--- config.mk ---
export PLATFORM = sky130hd
export DESIGN_NAME = fp16_div_seq
export DESIGN_NICKNAME = d
export VERILOG_FILES = /design/src/rtl/fp16_div_seq.sv
export SDC_FILE = /design/constraint.sdc
export NUM_CORES = 1
export LEC_CHECK = 0
export ABC_CLOCK_PERIOD_IN_PS = 4900
export BUFFER_PORTS_ARGS = -buffer_cell sky130_fd_sc_hd__buf_2
export CAP_MARGIN = 20
export CORE_MARGIN = 1
export CORE_UTILIZATION = 44
export DETAILED_ROUTE_END_ITERATION = 8
export HOLD_SLACK_MARGIN = 0.1
export PLACE_DENSITY = 0.67
export SETUP_SLACK_MARGIN = 0.3
export SLEW_MARGIN = 40
export SYNTH_ARGS = -nofsm -noshare
export SYNTH_HDL_FRONTEND = slang
export SYNTH_SLANG_ARGS = --single-unit
--- constraint.sdc ---
create_clock -name clk -period 4.9 [get_ports clk]
set_input_delay 0.245 -clock clk [delete_from_list [all_inputs] [get_ports clk]]
set_output_delay 0.245 -clock clk [all_outputs]
set_load 0.01 [all_outputs]
--- src/rtl/fp16_div_seq.sv ---
// fp16_div_seq: sequential IEEE-754 half-precision divider, q = a / b.
// This unit uses radix-2 restoring mantissa division and produces one quotient bit per clock.
// Results are rounded to nearest, ties to even.
// Subnormal inputs are flushed to zero, and the unit never produces a subnormal result.
// Ports:
//   clk, rst             clock, synchronous active-high reset
//   in_valid/in_ready    operand handshake; a, b are captured on accept
//   a, b                 dividend / divisor (fp16)
//   out_valid/out_ready  result handshake; result is held until it is taken
//   result               quotient (fp16), registered
module fp16_div_seq #(
    parameter logic [15:0] NAN_VAL = 16'h7C01
) (
    input  logic        clk,
    input  logic        rst,
    input  logic        in_valid,
    output logic        in_ready,
    input  logic [15:0] a,
    input  logic [15:0] b,
    output logic        out_valid,
    input  logic        out_ready,
    output logic [15:0] result
);
    typedef enum logic [1:0] {IDLE, DIV, ROUND, DONE} state_t;

    state_t             r_state, w_next;
    logic [3:0]         r_cnt;
    logic               r_spec;
    logic               r_sign;
    logic [10:0]        r_mb;
    logic [11:0]        r_rem;
    logic [13:0]        r_q;
    logic signed [6:0]  r_e;
    logic [9:0]         r_mant;
    logic [15:0]        r_res;

    // ---------------- operand decode (combinational, used at accept) -----
    logic        w_accept, w_s;
    logic [4:0]  w_ea, w_eb;
    logic        w_az, w_bz, w_ainf, w_binf, w_anan, w_bnan;
    logic        w_is_nan, w_is_inf, w_is_zero, w_special;
    logic [15:0] w_spec_res;
    logic signed [6:0] w_e0;

    assign in_ready  = (r_state == IDLE) && !rst;
    assign w_accept  = in_valid && in_ready;
    assign out_valid = (r_state == DONE);
    assign result    = r_res;

    assign w_s    = a[15] ^ b[15];
    assign w_ea   = a[14:10];
    assign w_eb   = b[14:10];
    // exponent field 0 covers both zero and subnormal (flushed)
    assign w_az   = (w_ea == 5'd0);
    assign w_bz   = (w_eb == 5'd0);
    assign w_ainf = (w_ea == 5'd31) && (a[9:0] == 10'd0);
    assign w_binf = (w_eb == 5'd31) && (b[9:0] == 10'd0);
    assign w_anan = (w_ea == 5'd31) && (a[9:0] != 10'd0);
    assign w_bnan = (w_eb == 5'd31) && (b[9:0] != 10'd0);

    assign w_is_nan  = w_anan || w_bnan || (w_az && w_bz) || (w_ainf && w_binf);
    assign w_is_inf  = (w_bz && !w_az) || (w_ainf && !w_binf);
    assign w_is_zero = w_az || w_binf;
    assign w_special = w_is_nan || w_is_inf || w_is_zero;

    always_comb begin
        w_spec_res = {w_s, 15'd0};
        if (w_is_nan)      w_spec_res = NAN_VAL;
        else if (w_is_inf) w_spec_res = {w_s, 5'h1F, 10'd0};
    end

    assign w_e0 = $signed({2'b00, w_ea}) - $signed({2'b00, w_eb}) + 7'sd15;

    // ---------------- restoring division step ----------------------------
    // The remainder is kept pre-shifted, so the first quotient bit is the integer bit of ma/mb.
    logic        w_ge;
    logic [11:0] w_diff, w_rem_sel;
    assign w_ge      = (r_rem >= {1'b0, r_mb});
    assign w_diff    = r_rem - {1'b0, r_mb};
    assign w_rem_sel = w_ge ? w_diff : r_rem;

    // ---------------- normalise + round-to-nearest-even -------------------
    logic [13:0]       w_qn;
    logic signed [6:0] w_en, w_er;
    logic [10:0]       w_keep;
    logic              w_guard, w_sticky, w_inc, w_carry;
    logic [9:0]        w_mant_rnd;

    assign w_qn     = r_q[13] ? r_q : {r_q[12:0], 1'b0};
    assign w_en     = r_q[13] ? r_e : r_e - 7'sd1;
    assign w_keep   = w_qn[13:3];
    assign w_guard  = w_qn[2];
    assign w_sticky = (|w_qn[1:0]) || (r_rem != 12'd0);
    assign w_inc    = w_guard && (w_sticky || w_keep[0]);
    // A carry out of the 11-bit significand wraps the fraction to zero and increments the exponent.
    assign w_carry    = (&w_keep) && w_inc;
    assign w_mant_rnd = w_keep[9:0] + {9'd0, w_inc};
    assign w_er       = w_carry ? w_en + 7'sd1 : w_en;

    // ---------------- FSM ------------------------------------------------
    always_ff @(posedge clk) begin
        if (rst) r_state <= IDLE;
        else     r_state <= w_next;
    end

    always_comb begin
        w_next = r_state;
        case (r_state)
            IDLE:  if (w_accept) w_next = w_special ? ROUND : DIV;
            DIV:   if (r_cnt == 4'd13) w_next = ROUND;
            ROUND: if (r_cnt == 4'd1) w_next = DONE;
            DONE:  if (out_ready) w_next = IDLE;
            default: w_next = IDLE;
        endcase
    end

    // ---------------- datapath -------------------------------------------
    // ROUND spends two cycles.
    // At cnt=0 it normalises and rounds; at cnt=1 it range-checks and packs.
    // Special cases enter ROUND at cnt=1 with the result already loaded, so they finish one cycle after accept.
    always_ff @(posedge clk) begin
        if (rst) begin
            r_cnt  <= '0;
            r_spec <= 1'b0;
            r_sign <= 1'b0;
            r_mb   <= '0;
            r_rem  <= '0;
            r_q    <= '0;
            r_e    <= '0;
            r_mant <= '0;
            r_res  <= '0;
        end else begin
            case (r_state)
                IDLE: if (w_accept) begin
                    r_sign <= w_s;
                    r_mb   <= {1'b1, b[9:0]};
                    r_rem  <= {2'b01, a[9:0]};
                    r_q    <= '0;
                    r_e    <= w_e0;
                    r_spec <= w_special;
                    if (w_special) begin
                        r_res <= w_spec_res;
                        r_cnt <= 4'd1;
                    end else begin
                        r_cnt <= 4'd0;
                    end
                end
                DIV: begin
                    r_q   <= {r_q[12:0], w_ge};
                    r_rem <= w_rem_sel << 1;
                    r_cnt <= (r_cnt == 4'd13) ? 4'd0 : r_cnt + 4'd1;
                end
                ROUND: begin
                    if (r_cnt == 4'd0) begin
                        r_mant <= w_mant_rnd;
                        r_e    <= w_er;
                        r_cnt  <= 4'd1;
                    end else if (!r_spec) begin
                        if (r_e >= 7'sd31)     r_res <= {r_sign, 5'h1F, 10'd0};
                        else if (r_e <= 7'sd0) r_res <= {r_sign, 15'd0};
                        else                   r_res <= {r_sign, r_e[4:0], r_mant};
                    end
                end
                default: ;
            endcase
        end
    end
endmodule

=== Yosys cells after proc, flatten, opt, wreduce, memory -nomap -nowiden ===
Cells that the tools add are included.

* Register bits after elaboration: 78
* Output and inout bits: 18
* Word-level logic and storage cells: 112

* Add/sub/neg operators: 7
* Order comparisons: 3
* Equal/unequal tests: 15
* Multiplexer cells: 31
* Bitwise logic cells: 1
* Reduce and logical (&&, ||, !) cells: 45

{| class="wikitable"
|+ Operators by type and width
! operator !! count
|-
| 16-bit two-way mux || 5
|-
| 15-bit two-way mux || 3
|-
| 16-bit one-hot mux with 2 select lines || 1
|-
| 14-bit two-way mux || 2
|-
| 7-bit two-way mux || 4
|-
| 14-bit one-hot mux with 2 select lines || 1
|-
| 12-bit one-hot mux with 2 select lines || 1
|-
| 10-bit logical NOT || 2
|-
| 10-bit nonzero test || 2
|-
| 2-bit inequality test (second input constant) || 7
|-
| 7-bit one-hot mux with 2 select lines || 1
|-
| 12-bit by 11-bit greater-or-equal comparator with 1-bit output || 1
|-
| 1-bit logical AND || 12
|-
| 12-bit two-way mux || 1
|-
| 4-bit two-way mux || 3
|-
| 4-bit one-hot mux with 3 select lines || 1
|-
| 12-bit nonzero test || 1
|-
| 11-bit two-way mux || 1
|-
| 11-bit AND reduction || 1
|-
| 11-bit subtractor || 1
|-
| 10-bit by 1-bit adder with 10-bit output || 1
|-
| 5-bit equality test (second input constant) || 2
|-
| 5-bit logical NOT || 2
|-
| 2-bit two-way mux || 5
|-
| 26 further kinds || 41
|}

=== Longest topological paths before layout ===
Gate-level depths: netlist (run 1).

* Depth after elaboration: 10
* Gate-level depth with buffers: 12
* Mapped depth without buffers: 11

=== Worst setup path after synthesis (run 1) ===
No wires, ideal clock.

* Path type: input -> register
* Start: in a[10]
* End: reg r_e[5]
* Data arrival time: 2.258 ns
* Data required time: 4.808 ns
* Setup slack: 2.550 ns
* Cell stages on the path: 10
* Cell sequence: inv_1 ha_1 inv_1 fa_1 xnor2_1 and3_1 a21bo_2 a2111oi_0 a311oi_1 nor4_1

* Cells in the longest elaborated chain, start to end: 4

{| class="wikitable"
|+ Ends and longest elaborated chain
! item !! line !! source
|-
| start: declaration || 18 || <nowiki>input logic [15:0] a,</nowiki>
|-
| 5-bit by 5-bit subtractor with 6-bit output || 72 || <nowiki>assign w_e0 = $signed({2'b00, w_ea}) - $signed({2'b00, w_eb}) + 7'sd15;</nowiki>
|-
| 6-bit by 5-bit adder with 7-bit output || 72 ||
|-
| 7-bit two-way mux || 134 || <nowiki>IDLE: if (w_accept) begin</nowiki>
|-
| 7-bit one-hot mux with 2 select lines || 133 || <nowiki>case (r_state)</nowiki>
|-
| end signal: assignment || 139 || <nowiki>r_e <= w_e0;</nowiki>
|-
| end signal: assignment || 156 || <nowiki>r_e <= w_er;</nowiki>
|-
| end: declaration || 33 || <nowiki>logic signed [6:0] r_e;</nowiki>
|}

Every way passes these cells. The select of a mux whose other input is x is not followed.
A chain may end at the register's enable or synchronous reset.

=== Worst setup path in the final report (run 1) ===
* Start: reg r_state[1]
* End: reg r_rem[7]

* Cells in the longest elaborated chain, start to end: 5
* Elaborated cells between the ends (all ways): 8
* Those cells by class: eq/ne: 2; mux: 1; reduce/logical: 5

{| class="wikitable"
|+ Ends and longest elaborated chain
! item !! line !! source
|-
| start: declaration || 26 || <nowiki>state_t r_state, w_next;</nowiki>
|-
| start signal: assignment || 103 || <nowiki>else r_state <= w_next;</nowiki>
|-
| 2-bit logical NOT || 45, 133 ||
|-
| 1-bit logical AND || 45 || <nowiki>assign in_ready = (r_state == IDLE) && !rst;</nowiki>
|-
| 1-bit logical AND || 46 || <nowiki>assign w_accept = in_valid && in_ready;</nowiki>
|-
| 2-bit inequality test (no source line) || -- ||
|-
| 2-bit AND reduction (no source line) || -- ||
|-
| end signal: assignment || 137 || <nowiki>r_rem <= {2'b01, a[9:0]};</nowiki>
|-
| end signal: assignment || 150 || <nowiki>r_rem <= w_rem_sel << 1;</nowiki>
|-
| end: declaration || 31 || <nowiki>logic [11:0] r_rem;</nowiki>
|}

Several ways; a longest one is shown, not always the timed one.

==> results.sh, run 1 <==
export IMPL_cts_clk_slew_worst_paths_ps=70
export IMPL_fin_crit_ps=3148
export IMPL_postCtsHoldBufs=0
export IMPL_antenna_cells=0
export IMPL_globalplace_congestion=0.9343
export IMPL_cts_root_buffer="clkbuf_16"
export IMPL_slew_violations=0
export IMPL_hp_class="in2reg"
export IMPL_cp_required_ps=5150
export IMPL_drive_gt1_share_pct=13.65
export IMPL_seqPwrFrac_pct=27.2
export IMPL_dpl_hpwl_um=10290
export IMPL_numCtsBuffers=9
export IMPL_antenna_found_initial=0
export IMPL_worst_path_max_delay_cell="o21ai_1"
export IMPL_tritoncts="done"
export IMPL_p_leak_nw=2.300
export IMPL_critical_path_class="reg2reg"
export IMPL_dieHeight_um=111.6
export IMPL_synth_cells=683
export IMPL_clock_latency_ps=350
export IMPL_worstPathCellList="inv_1, ha_1, nand3b_1, o21ai_1, o21ai_0, or4b_1, o311ai_1"
export IMPL_cts_resized=0
export IMPL_seq_area_frac_synth_pct=29.55
export IMPL_cts_buffer_depth=2
export IMPL_die_area_um2=12450
export IMPL_rows=39
export IMPL_synth_distinct_cells=78
export IMPL_setup_tns_ps=0
export IMPL_synth_top_family_by_area="simple AND/OR/NAND/NOR gates"
export IMPL_switching_share_pct=43.95
export IMPL_h_tree_depth=3
export IMPL_grt_pass1_vias=4846
export IMPL_hp_start="b[4]"
export IMPL_async_flop_share_pct=0
export IMPL_crit_fanout=23
export IMPL_max_stage_delay_ps=690
export IMPL_die_w_um=111.6
export IMPL_ys_dominant_reg_cell="dfxtp_1"
export IMPL_rsz0062_at_grt="no"
export IMPL_cp_arrival_ps=3390
export IMPL_status="finished with violations"
export IMPL_ant_nets=0
export IMPL_ys_warn_count=0
export IMPL_p_per_area_nw_per_um2=536.5
export IMPL_max_cap_violations=0
export IMPL_total_power_mw=3.163
export IMPL_overflow=0
export IMPL_postCtsSetupBuffers=0
export IMPL_intPower_mw=1.773
export IMPL_grt_max_degree=48
export IMPL_synth_top_area_cell="dfxtp_1"
export IMPL_slew_headroom_pct=46.81
export IMPL_ys_top_cells_by_area="dfxtp_1 30%, ha_1 7.1%, a21oi_1 5.5%, nand2_1 5.1%, o21ai_0 4.1%"
export IMPL_cp_end_kind="flip-flop"
export IMPL_viasPerCell=5.959
export IMPL_synth_edf_count=0
export IMPL_irDropWorstVdd_v=0.0002124
export IMPL_drt_initial_drc_count=350
export IMPL_r2r_start="r_state[1]"
export IMPL_crit_path_start="r_state[1]"
export IMPL_synthSimpleGateAreaFrac_pct=25.28
export IMPL_violations="design-rule violations"
export IMPL_syn_area_um2=5285
export IMPL_syn_avg_cell_area_um2=7.738
export IMPL_fin_crit_sh_pct=64.24
export IMPL_start_util_pct=45.70
export IMPL_tightest_slew_ps=793.0
export IMPL_first_pass_iters=8
export IMPL_synth_mux_area_share_pct=3.291
export IMPL_grt_pass1_wl_um=23490
export IMPL_synth_top_cell_area_share_pct=29.55
export IMPL_area_growth_pct=11.55
export IMPL_ys_ff_latch=78
export IMPL_syn_nets=751
export IMPL_synth_compound_area_share_pct=23.34
export IMPL_combinationalPowerShare_pct=51.0
export IMPL_finalHoldViolCount=0
export IMPL_skew_ps=9.221
export IMPL_drt_wl_total_um=13960
export IMPL_ios=54
export IMPL_nets=781
export IMPL_pwr_share_clk_pct=21.8
export IMPL_setup_viol=0
export IMPL_num_vias=5131
export IMPL_max_freq_mhz=317.7
export IMPL_portBuffers=53
export IMPL_start_kind="flip-flop"
export IMPL_grt_total_usage_pct=23.20
export IMPL_p_switching_mw=1.390
export IMPL_yosys_area_share_adder_pct=7.860
export IMPL_cts_sinks=78
export IMPL_synth_xor_area_share_pct=3.954
export IMPL_drc=1
export IMPL_core_um2=11560
export IMPL_wl_per_cell_um=16.21
sequential cells by signal, indices dropped and copies added (netlist names):
signal	flops
r_cnt	4
r_e	7
r_mant	10
r_mb	11
r_q	14
r_rem	12
r_sign	1
r_spec	1
r_state	2
result	16
critical path, delay by kind of cell (launching register included):
family | cells | cell delay (ps)
AND/OR/NAND/NOR | 2 | 1140
AO/OA/AOI/OAI | 3 | 990
adder cells (fa/ha/maj) | 1 | 480
buffers and inverters | 1 | 90
flip-flops | 1 | 340
power by group through the flow:
| stage | Sequential [mW] | Clock (mW) | Combinational [mW] |
|---|---|---|---|
| 2_1_floorplan | 0.841 | 0 | 1.25 |
| 3_3_place_gp | 0.868 | 0 | 1.52 |
| 3_5_place_dp | 0.871 | 0 | 1.56 |
| 4_1_cts | 0.857 | 0.701 | 1.58 |
| 5_1_grt | 0.877 | 0.729 | 1.78 |
| 6_report | 0.861 | 0.690 | 1.61 |
layout by cell type (no fill, tap or decap), types with 5 or more instances in the layout:
master,count
nand2_1,72
ha_1,30
o21ai_0,42
a211oi_1,6
a21oi_1,58
inv_1,46
nand4_1,15
a21o_1,5
o22ai_1,8
buf_2,53
nand2b_1,11
nor4_1,8
mux2i_1,14
xnor2_1,12
xor2_1,10
dfxtp_1,78
nor2_1,50
nor2b_1,6
or3_1,5
and3_1,14
nand3_1,31
o31ai_1,7
a31oi_1,9
nor3_1,12
a22oi_1,15
clkbuf_16,9
synth_stat cells (3+ instances only):
cell type	count
o21a_1	4
a211oi_1	6
and3_1	14
ha_1	30
a2111oi_0	3
a21o_1	5
nor3_1	12
clkbuf_1	22
nand2b_1	11
o31ai_1	7
or3_1	5
a22oi_1	15
xor2_1	10
dfxtp_1	78
nor2b_1	6
nor4_1	8
inv_1	47
buf_4	4
nand3_1	31
nand3b_1	4
o21ai_0	43
a21boi_0	4
a21oi_1	58
mux2i_1	14
a31oi_1	9
xnor2_1	12
mux2_2	3
and2_1	3
nor3b_1	3
o211ai_1	3
buf_2	8
nand2_1	72
o311ai_1	3
nor2_1	51
and4_1	3
o22ai_1	8
nand4_1	15
cells by family (layout without fill, tap and decap cells):
family,Yosys count,count (layout)
and+or+nand+nor,257,257
muxes,17,17
DFF,78,78
AOI/OAI and AO/OA,192,192
xor gates and xnor gates,23,23
adders and majority gates,32,32
buffers and inverters,84,119
per-stage QoR:
step                      instance area [um2]  instances  hold WS (ps)  setup slack [ps]  util [%]
after floorplan                          5285        683         353.5              2550         -
after global placement                   5573        845         436.1              1909     48.19
after detailed placement                 5579        845         445.0              1863     48.24
after CTS                                5887        861         118.0              1842     50.90
after global routing                     5896        861         146.0              1555     50.98
final                                    5896        861         122.6              1752     50.98
area by class of cell:
| type | count | area [um2] |
|---|---|---|
| Sequential cell | 78 | 1562 |
| Inverter | 47 | 176.4 |
| Clock inverter | 6 | 68.82 |
| Tap cell | 143 | 178.9 |
| Timing Repair Buffer | 56 | 287.8 |
| Multi-Input combinational cell | 521 | 3383 |
| Clock buffer | 10 | 239.0 |
| Fill cell | 1098 | 5669 |
routing by layer:
layer,routed length [um],GRT usage [%]
met5,0,0
met4,490,10.45
met3,794,4.464
met2,6373,37.13
met1,6298,30.31
worst paths after layout:
kind,cells past startpoint,slack (ps),end
setup / recovery,7,1750,r_rem[7]
hold / removal,3,120,r_mb[4]
setup reg to reg,7,1750,r_rem[7]
hold reg to reg,2,450,result[5]
(Power assumes the default switching activity.)
==> run 2: changes to the inputs <==
Settings changed: ABC_AREA set to 1, ABC_CLOCK_PERIOD_IN_PS 4900 to 2500, PLACE_DENSITY 0.67 to 0.7.
Clock period 4.9 ns to 2.5 ns, I/O delays scaled along.
==> run 2 against run 1 <==
  * The flow still finishes with violations (design-rule violations)
  * Cell count up 17%
  * Synthesized cell count up 15%
  * Combinational power rose to 2.5 times the previous value
  * Total power up 130%
  * Fmax up 48%
  * Flip-flop and latch count unchanged
  * Via count up 1.5%
  * Critical path type unchanged
  * Critical endpoint unchanged
  * Largest cell class unchanged
==> results.sh, run 2 <==
export IMPL_seq_area_frac_synth_pct=29.46
export IMPL_slew_violations=0
export IMPL_ys_top_cells_by_area="dfxtp_1 29%, nand2_1 11%, a21oi_1 7.9%, ha_1 7.1%, o21ai_0 6.9%"
export IMPL_ys_dominant_reg_cell="dfxtp_1"
export IMPL_async_flop_share_pct=0
export IMPL_max_freq_mhz=470.8
export IMPL_place_area_um2=5683
export IMPL_hold_depth=4
export IMPL_cts_root_buffer="clkbuf_16"
export IMPL_setup_tns_ps=0
export IMPL_drt_wl_total_um=13320
export IMPL_skew_ps=7.104
export IMPL_antenna_found_initial=0
export IMPL_slew_headroom_pct=62.58
export IMPL_fillCellCount=1122
export IMPL_synth_top_area_cell="dfxtp_1"
export IMPL_critical_path_class="reg2reg"
export IMPL_dpl_hpwl_um=9746
export IMPL_antenna_cells=0
export IMPL_portBuffers=53
export IMPL_syn_avg_cell_area_um2=6.743
export IMPL_postLayoutCellArea_um2=6289
export IMPL_final_cell_mix="148 x nand2_1, 91 x nor2_1, 85 x inv_1"
export IMPL_core_um2=11560
export IMPL_die_area_um2=12490
export IMPL_drc=1
export IMPL_post_place_ws_ps=253.4
export IMPL_rsz0062_at_grt="yes"
export IMPL_grt_pass1_vias=4999
export IMPL_yosysMostFrequentCell="nand2_1"
export IMPL_dieHeight_um=111.8
export IMPL_cp_required_ps=2740
export IMPL_nets=926
export IMPL_status="finished with violations"
export IMPL_num_vias=5209
export IMPL_multi_input_area_um2=3298
export IMPL_finalHoldViolCount=0
export IMPL_cp_end_kind="flip-flop"
export IMPL_grt_max_degree=33
export IMPL_start_util_pct=45.83
export IMPL_first_pass_iters=7
export IMPL_fin_crit_sh_pct=84.96
export IMPL_cts_clk_slew_worst_paths_ps=60
export IMPL_syn_area_um2=5300
export IMPL_setup_ws_ps=375.9
export IMPL_holdWs_ps=102.0
export IMPL_grt_total_usage_pct=22.61
export IMPL_numCtsBuffers=9
export IMPL_syn_nets=854
export IMPL_drive_gt1_share_pct=16.59
export IMPL_clock_latency_ps=350
export IMPL_crit_fanout=8
export IMPL_cp_arrival_ps=2360
export IMPL_p_per_area_nw_per_um2=1137
export IMPL_violations="design-rule violations"
export IMPL_setup_viol=0
export IMPL_ios=54
export IMPL_seqCellArea_um2=1563
export IMPL_viasPerCell=5.183
export IMPL_max_cap_violations=0
export IMPL_area_growth_pct=18.65
export IMPL_cts_buffer_depth=2
export IMPL_synth_cells=786
export IMPL_globalplace_congestion=0.9053
export IMPL_synth_edf_count=0
export IMPL_yosys_top_cells_count="149 x nand2_1, 92 x nor2_1, 86 x inv_1"
export IMPL_start_kind="flip-flop"
export IMPL_hp_class="in2reg"
export IMPL_largest_reg_flops=16
export IMPL_rows=39
export IMPL_cts_sinks=78
export IMPL_ys_ff_latch=78
export IMPL_h_tree_depth=3
export IMPL_tritoncts="done"
export IMPL_utilization_pct=54.38
export IMPL_layout_commonest_cell="nand2_1"
export IMPL_ant_nets=0
export IMPL_ys_warn_count=0
export IMPL_p_leak_nw=2.855
export IMPL_synth_distinct_cells=48
export IMPL_die_w_um=111.8
export IMPL_overflow=0
export IMPL_worstRegToRegCells=10
export IMPL_wl_per_cell_um=13.25
export IMPL_grt_pass1_wl_um=22960
export IMPL_tightest_slew_ps=560.7
export IMPL_drt_initial_drc_count=265
export IMPL_fin_crit_ps=2124
export IMPL_irDropWorstVdd_v=0.0004358
export IMPL_synth_top_cell_area_share_pct=29.46
[run 2: cell count changes in the layout (fill, tap and decap cells not counted), moves of 13 or more]
cell           before  now
inv_1              46   85
mux2i_1            14    0
and3_1             14    1
a22oi_1            15    1
a21oi_1            58   84
dlygate4sd3_1       0   16
nand3_1            31   44
nor2_1             50   91
nand2_1            72  148
o21ai_0            42   72
[run 2: report_power, final]
part	internal (mW)	switching, mW	total [mW]
sequential	1.58	0.230	1.81
combinational	1.60	2.44	4.03
clock	0.787	0.518	1.31
total	3.97	3.19	7.15
[run 2: cell type report]
cell class	count	area share [%]
multi-input cells	588	52.45
clock buffers	10	3.800
well taps	143	2.845
repair buffers	87	9.570
inverters	94	5.690
flip-flops and latches	78	24.85
clock inverters	5	0.7959
[run 2: per-stage QoR]
step | cells | power, mW
2_1_floorplan | 786 | 4.602
6_report | 1005 | 7.152
4_1_cts | 997 | 6.726
3_5_place_dp | 966 | 5.365
3_3_place_gp | 966 | 5.353
5_1_grt | 1005 | 7.749
[run 2: metal layers]
metal  share of wire (%)  vias up  track usage [%]
met1                  48     2346            29.64
met3                 4.6       21            2.994
li1                    -     2727                -
met4                 2.4        0            9.820
met2                  45      115            37.18
met5                   0        -                0
[run 2: worst max-delay path: stages, from the launching register on]
cell,delay [ps]
dfxtp_1,360
inv_1,80
ha_1,220
fa_1,450
o21ai_4,220
o211ai_4,150
nand3_4,190
buf_12,120
nand2_1,60
nand3_1,70
a21oi_1,70
[run 2: cell families (layout without fill, tap and decap cells)]
group | after synthesis | after routing | share of synthesized area [%]
compound gates | 197 | 197 | 20.99
xor+xnor | 22 | 22 | 3.636
fa+ha+maj | 32 | 32 | 7.838
buf+inv | 120 | 196 | 9.466
flops | 78 | 78 | 29.46
simple gates | 337 | 337 | 28.61
[run 2: repair_timing]
action	4_1_cts	5_1_grt
setup endpoints to repair	3	41
pin swaps	0	5
resized for setup	1	17
buffers inserted	0	8
hold endpoints to repair	15	0
hold buffers	16	0
[run 2: path summary, 6_finish.rpt]
path / startpoint / to / slack [ps]
setup / recovery: r_rem[0] / r_rem[7] / 380
hold / removal: a[15] / r_sign / 100
setup reg to reg: r_rem[0] / r_rem[7] / 380
hold reg to reg: r_mb[4] / r_mb[4] / 460
